$ cat src/rtl/sprite_cmp_pkg.sv
// Shared definitions for the sprite scan comparator: default register field
// positions, the scan FSM encoding and a width helper.
package sprite_cmp_pkg;

    localparam int REG_W_DEF    = 32;
    localparam int COORD_W_DEF  = 10;
    localparam int X_LO_DEF     = 19;
    localparam int Y_LO_DEF     = 9;
    localparam int ACT_BIT_DEF  = 29;
    localparam int SPR_SIZE_DEF = 20;

    typedef enum logic [1:0] {
        IDLE = 2'd0,
        SCAN = 2'd1,
        DONE = 2'd2
    } scan_state_t;

    // ceil(log2(n)) but never below 1, so a one-entry index still has a bit
    function automatic int clog2_min1(input int n);
        int r;
        r = 0;
        while ((1 << r) < n) r++;
        return (r < 1) ? 1 : r;
    endfunction

endpackage

$ cat src/rtl/sprite_box_cmp.sv
// Single-sprite hit test: does the sprite's square box cover the pixel?
// Box ends are formed one bit wider than the coordinates so a sprite placed
// near the right or bottom screen edge does not wrap around to column 0.
module sprite_box_cmp
    import sprite_cmp_pkg::*;
#(
    parameter int REG_W    = REG_W_DEF,
    parameter int COORD_W  = COORD_W_DEF,
    parameter int X_LO     = X_LO_DEF,
    parameter int Y_LO     = Y_LO_DEF,
    parameter int ACT_BIT  = ACT_BIT_DEF,
    parameter int SPR_SIZE = SPR_SIZE_DEF
) (
    input  logic [REG_W-1:0]   sprite,
    input  logic [COORD_W-1:0] px,
    input  logic [COORD_W-1:0] py,
    output logic               hit
);

    logic [COORD_W:0] sx;
    logic [COORD_W:0] sy;
    logic [COORD_W:0] x_end;
    logic [COORD_W:0] y_end;
    logic [COORD_W:0] px_w;
    logic [COORD_W:0] py_w;

    assign sx    = {1'b0, sprite[X_LO +: COORD_W]};
    assign sy    = {1'b0, sprite[Y_LO +: COORD_W]};
    assign x_end = sx + (COORD_W+1)'(SPR_SIZE);
    assign y_end = sy + (COORD_W+1)'(SPR_SIZE);
    assign px_w  = {1'b0, px};
    assign py_w  = {1'b0, py};

    assign hit = sprite[ACT_BIT]
                 && (px_w >= sx) && (px_w < x_end)
                 && (py_w >= sy) && (py_w < y_end);

endmodule

$ cat src/rtl/sprite_scan_comparator.sv
// Time-multiplexed sprite hit detector. A start latches the pixel, then the
// sprite registers are scanned LANES at a time; results land atomically with
// a one-cycle done pulse.
// Optional build macro SPRITE_SCAN_STICKY_EN: results OR into the previous
// hit vector (accumulating until clr) instead of replacing it.
module sprite_scan_comparator
    import sprite_cmp_pkg::*;
#(
    parameter int N        = 31,
    parameter int LANES    = 1,
    parameter int REG_W    = REG_W_DEF,
    parameter int COORD_W  = COORD_W_DEF,
    parameter int X_LO     = X_LO_DEF,
    parameter int Y_LO     = Y_LO_DEF,
    parameter int ACT_BIT  = ACT_BIT_DEF,
    parameter int SPR_SIZE = SPR_SIZE_DEF,
    localparam int IDX_W   = clog2_min1(N)
) (
    input  logic                 clk,
    input  logic                 reset,
    input  logic [N*REG_W-1:0]   regs_flat,
    input  logic [2*COORD_W-1:0] check,
    input  logic                 start,
    input  logic                 abort,
    input  logic                 clr,
    output logic                 busy,
    output logic                 done,
    output logic [N-1:0]         hit_vec,
    output logic                 hit_any,
    output logic [IDX_W-1:0]     first_idx
);

    localparam int BEATS  = (N + LANES - 1) / LANES;
    localparam int BEAT_W = clog2_min1(BEATS);

    scan_state_t        state;
    scan_state_t        state_next;
    logic [BEAT_W-1:0]  beat;
    logic               last_beat;
    logic [COORD_W-1:0] scan_x;
    logic [COORD_W-1:0] scan_y;
    logic [N-1:0]       shadow;
    logic [N-1:0]       shadow_next;
    logic [N-1:0]       result_vec;
    logic [REG_W-1:0]   lane_reg [LANES];
    logic [LANES-1:0]   lane_hit;

    assign last_beat = (beat == BEAT_W'(BEATS - 1));

`ifdef SPRITE_SCAN_STICKY_EN
    assign result_vec = hit_vec | shadow;
`else
    assign result_vec = shadow;
`endif

    function automatic logic [IDX_W-1:0] lowest_set(input logic [N-1:0] v);
        lowest_set = '0;
        for (int i = N - 1; i >= 0; i--) begin
            if (v[i]) lowest_set = IDX_W'(i);
        end
    endfunction

    // Route this beat's sprites onto the lanes; slots past N stay zero (inactive)
    always_comb begin
        for (int l = 0; l < LANES; l++) begin
            lane_reg[l] = '0;
            for (int s = 0; s < N; s++) begin
                if (s == int'(beat) * LANES + l) lane_reg[l] = regs_flat[s*REG_W +: REG_W];
            end
        end
    end

    for (genvar l = 0; l < LANES; l++) begin : g_lane
        sprite_box_cmp #(
            .REG_W   (REG_W),
            .COORD_W (COORD_W),
            .X_LO    (X_LO),
            .Y_LO    (Y_LO),
            .ACT_BIT (ACT_BIT),
            .SPR_SIZE(SPR_SIZE)
        ) u_cmp (
            .sprite(lane_reg[l]),
            .px    (scan_x),
            .py    (scan_y),
            .hit   (lane_hit[l])
        );
    end

    // Merge the lane results into the shadow slots owned by the current beat
    always_comb begin
        shadow_next = shadow;
        for (int s = 0; s < N; s++) begin
            if (s / LANES == int'(beat)) shadow_next[s] = lane_hit[s % LANES];
        end
    end

    // FSM state register
    always_ff @(posedge clk or negedge reset) begin
        if (!reset) state <= IDLE;
        else        state <= state_next;
    end

    // FSM next-state logic and busy flag
    always_comb begin
        state_next = state;
        busy       = (state != IDLE);
        case (state)
            IDLE:    if (start) state_next = SCAN;
            SCAN: begin
                if (abort)          state_next = IDLE;
                else if (last_beat) state_next = DONE;
            end
            DONE:    state_next = IDLE;
            default: state_next = IDLE;
        endcase
    end

    // Scan datapath: pixel latch, beat counter, shadow and published results
    always_ff @(posedge clk or negedge reset) begin
        if (!reset) begin
            beat      <= '0;
            scan_x    <= '0;
            scan_y    <= '0;
            shadow    <= '0;
            done      <= 1'b0;
            hit_vec   <= '0;
            hit_any   <= 1'b0;
            first_idx <= '0;
        end else begin
            done <= 1'b0;
            case (state)
                IDLE: begin
                    if (start) begin
                        scan_x <= check[2*COORD_W-1:COORD_W];
                        scan_y <= check[COORD_W-1:0];
                        beat   <= '0;
                        shadow <= '0;
                    end
                end
                SCAN: begin
                    if (!abort) begin
                        shadow <= shadow_next;
                        beat   <= beat + BEAT_W'(1);
                    end
                end
                DONE:    done <= 1'b1;
                default: done <= 1'b0;
            endcase

            if (clr) begin
                hit_vec   <= '0;
                hit_any   <= 1'b0;
                first_idx <= '0;
            end else if (state == DONE) begin
                hit_vec   <= result_vec;
                hit_any   <= |result_vec;
                first_idx <= lowest_set(result_vec);
            end
        end
    end

endmodule

$ cat config.mk
export PLATFORM = sky130hd
export DESIGN_NAME = sprite_scan_comparator
export DESIGN_NICKNAME = d
export VERILOG_FILES = /design/src/rtl/sprite_cmp_pkg.sv /design/src/rtl/sprite_box_cmp.sv /design/src/rtl/sprite_scan_comparator.sv
export SDC_FILE = /design/constraint.sdc
export NUM_CORES = 1
export LEC_CHECK = 0
export BUFFER_PORTS_ARGS = -buffer_cell sky130_fd_sc_hd__buf_2
export CORE_AREA = 2 2 407 409
export CTS_CLUSTER_DIAMETER = 150
export CTS_CLUSTER_SIZE = 8
export DETAILED_ROUTE_END_ITERATION = 10
export DIE_AREA = 0 0 409 411
export GPL_ROUTABILITY_DRIVEN = 0
export PLACE_DENSITY = 0.3
export SLEW_MARGIN = 5
export SYNTH_ARGS = -nofsm -noshare
export SYNTH_HDL_FRONTEND = slang
export SYNTH_SLANG_ARGS = --single-unit
$ cat constraint.sdc
create_clock -name clk -period 7.7 [get_ports clk]
set_input_delay 0.77 -clock clk [delete_from_list [all_inputs] [get_ports clk]]
set_output_delay 0.77 -clock clk [all_outputs]
set_load 0.05 [all_outputs]
==> impl_metrics.toml <==
[grt]
grt_overflow = 0
grt_util_all_layers_pct = 19.0
grt_pass1_vias = 19400
antenna_found_initial = 136
grt_max_degree = 54
grt_pass1_wl_um = 209000

[pwr]
p_sw_mw = 2.33
powerDensity_nw_per_um2 = 209
combPwrFrac_pct = 73.2
p_leak_nw = 8.67
pwr-share-seq_pct = 14.7
p_clk_share_pct = 12.1
totalPowerFinal_mw = 4.29
p_int_mw = 1.97
ir_drop_uv = 89.7
swShare_pct = 54.1

[synth]
yosysSeqAreaShare_pct = 19.3
avgSynthCellArea_um2 = 7.27
async_flop_share_pct = 100
synth_edf_count = 0
synth_area_um2 = 12400
synthTopCellsByCount = "202 x nand2_1, 173 x a21oi_1, 139 x nor2_1, 117 x o21ai_0, 106 x clkbuf_1"
synth-main-ff-cell = "dfrtp_1"
ys.warnings.count = 0
ys_types = 90
ys_ff_latch = 96
synthCells = 1711
synth_nets = 2771
synth_area_leaders = "dfrtp_1 19%, a21oi_1 7.0%, nand2_1 6.1%"
yosysTopAreaCellShare_pct = 19.3
yosys.area.top_type = "dfrtp_1"
synth.most_common_cell = "nand2_1"

[timing]
worst_pin_slew_ns = 1.31
setup_tns_ns = 0
min_period_ns = 7.22
drv_slew = 0
setup_viol = 0
setup_ws_ns = 0.483
rsz0062_at_grt = "false"
max_slew_margin_pct = 12.9
fmax_mhz = 139
timing_hold_violations_final = 0
period_share_pct = 93.7
fin_skew_ns = 0.0196

[critical_path]
rr_startpoint = "beat[1]$_DFFE_PN0P_"
timing.critical_path.mode_cell = "buf_4"
endpoint_kind = "register"
max_stage_delay_ns = 0.91
reg2reg_depth = 27
crit_slowest_cell = "o41ai_1"
cp-start-kind = "register"
r2r_end = "result_vec[10]$_DFFE_PN0P_"
reg2reg_slack_ns = 0.48
worstPathArrival_ns = 7.50
cp_max_fo = 27
worstPathRequired_ns = 7.98
critPathKind = "register to register"

[clock_tree]
htreeDepth = 3
cts_sinks = 96
post_cts_resized = 0
cts_buffers = 9
cts.path.max_buffers = 2
clk_pin_slew_ns = 0.09
insertion_delay_ns = 0.39
cts_root_buffer = "clkbuf_16"
cts_tree = "yes"
cts_setup_buffers = 0
cts_hold_buffers = 0

[detailed_routing]
via_count = 19400
route.detailed.drc = 0
first_iter_violations = 1451
viasPerCell = 4.07
wl_per_cell_um = 35.1
drtAntennaViolNets = 0
first_pass_iters = 5
wl_um = 167000

[floorplan]
ioPinCount = 1056
core_um2 = 164000
die_y_um = 411
die_x_um = 409
num_rows = 149
start_util_pct = 7.59
die-area_um2 = 168000

[min_path]
hold_class = "primary input to asynchronous set/reset pin"

[placement]
hpwl_um = 145000
dp_cells = 4695
port-buffer-count = 714
place_ws_ns = 0.486

[outcome]
status = "finished, final reports clean"

[finish]
fin_cells = 4750
drive_gt1_share_pct = 41.9
nNetsFinal = 3577
area_delta_synth_final_pct = 65.3

[flow_run]
cap_violations = 0
[registers in the layout (all words and copies together) (netlist names)]
register,cells
done,1
beat,5
hit_vec,31
hit_any,1
state,2
result_vec,31
scan_x,10
first_idx,5
scan_y,10
[stage by stage]
| step | area [um^2] | hold slack (ns) | util [%] |
|---|---|---|---|
| after CTS | 20500 | 0.412 | 12.5 |
| after global placement | 20100 | 0.505 | 12.3 |
| after global routing | 20500 | 0.422 | 12.5 |
| after detailed placement | 20200 | 0.509 | 12.3 |
| final | 20600 | 0.403 | 12.6 |
| after floorplan | 12400 | 0.474 | - |
[layout make-up]
type / count / area, um^2
clock inverter: 7 / 93.8
timing repair buffer: 954 / 5440
multi-input combinational: 1419 / 9430
inverter: 37 / 139
clock buffer: 9 / 225
sequential: 96 / 2410
fill: 19300 / 143000
antenna: 39 / 97.6
tap: 2189 / 2740
[metal layers]
metal,vias to the layer above,part of all wire [%],GRT usage [%]
met1,9625,47,26.3
met2,1076,44,29.8
met3,214,7.5,5.07
met4,76,1.8,2.86
li1,8361,-,-
met5,-,0.27,0
[critical path: cells and delay by family, from the launching register on]
family	cells	cell delay, ns
buffers and inverters	5	1.03
adders and majority gates	2	0.73
and+or+nand+nor	3	0.59
AOI/OAI and AO/OA	16	3.92
muxes	1	0.31
DFF	1	0.47
[kinds of logic (layout without fill, tap and decap cells)]
| kind of cell | after synthesis | after routing | synth area share, % |
|---|---|---|---|
| AO/OA/AOI/OAI | 724 | 724 | 39.9 |
| XOR/XNOR | 14 | 14 | 0.986 |
| flip-flops | 96 | 96 | 19.3 |
| other | 0 | 39 | 0 |
| AND/OR/NAND/NOR | 591 | 591 | 24.5 |
| buffers and inverters | 196 | 1007 | 6.78 |
| multiplexers | 47 | 47 | 4.23 |
| adder cells (fa/ha/maj) | 43 | 43 | 4.32 |
[worst max-delay path by stage]
stage,start,to,slack [ns],depth (start not counted)
floorplan,beat[0]$_DFFE_PN0P_,result_vec[10]$_DFFE_PN0P_,1.60,29
global placement,beat[0]$_DFFE_PN0P_,result_vec[11]$_DFFE_PN0P_,0.48,23
detailed placement,beat[1]$_DFFE_PN0P_,result_vec[10]$_DFFE_PN0P_,0.49,27
CTS,beat[1]$_DFFE_PN0P_,result_vec[10]$_DFFE_PN0P_,0.44,27
global route,beat[1]$_DFFE_PN0P_,result_vec[8]$_DFFE_PN0P_,0.13,27
finish,beat[1]$_DFFE_PN0P_,result_vec[10]$_DFFE_PN0P_,0.48,27
[cells in the final DEF, fill, tap and decap left out, types with 22 or more instances in the layout]
master and instances:
a21oi_1 173, buf_4 236, a22oi_1 32, buf_2 713
a211oi_1 30, nor2_1 135, ha_1 39, inv_1 35
nand3_1 25, o22ai_1 62, nor3_1 34, dfrtp_1 93
nand2_1 202, mux2_2 25, nand2b_1 22, diode_2 39
o211ai_1 27, o21ai_0 114, o221ai_1 31, a221oi_1 55
[power groups by stage]
stage | Sequential (mW) | Combinational [mW] | Clock (mW)
4_1_cts | 0.632 | 3.24 | 0.545
5_1_grt | 0.641 | 3.39 | 0.561
3_5_place_dp | 0.642 | 3.22 | 0
6_report | 0.632 | 3.14 | 0.519
3_3_place_gp | 0.641 | 3.23 | 0
2_1_floorplan | 0.603 | 1.39 | 0
Power figures use the tool's default switching activity.
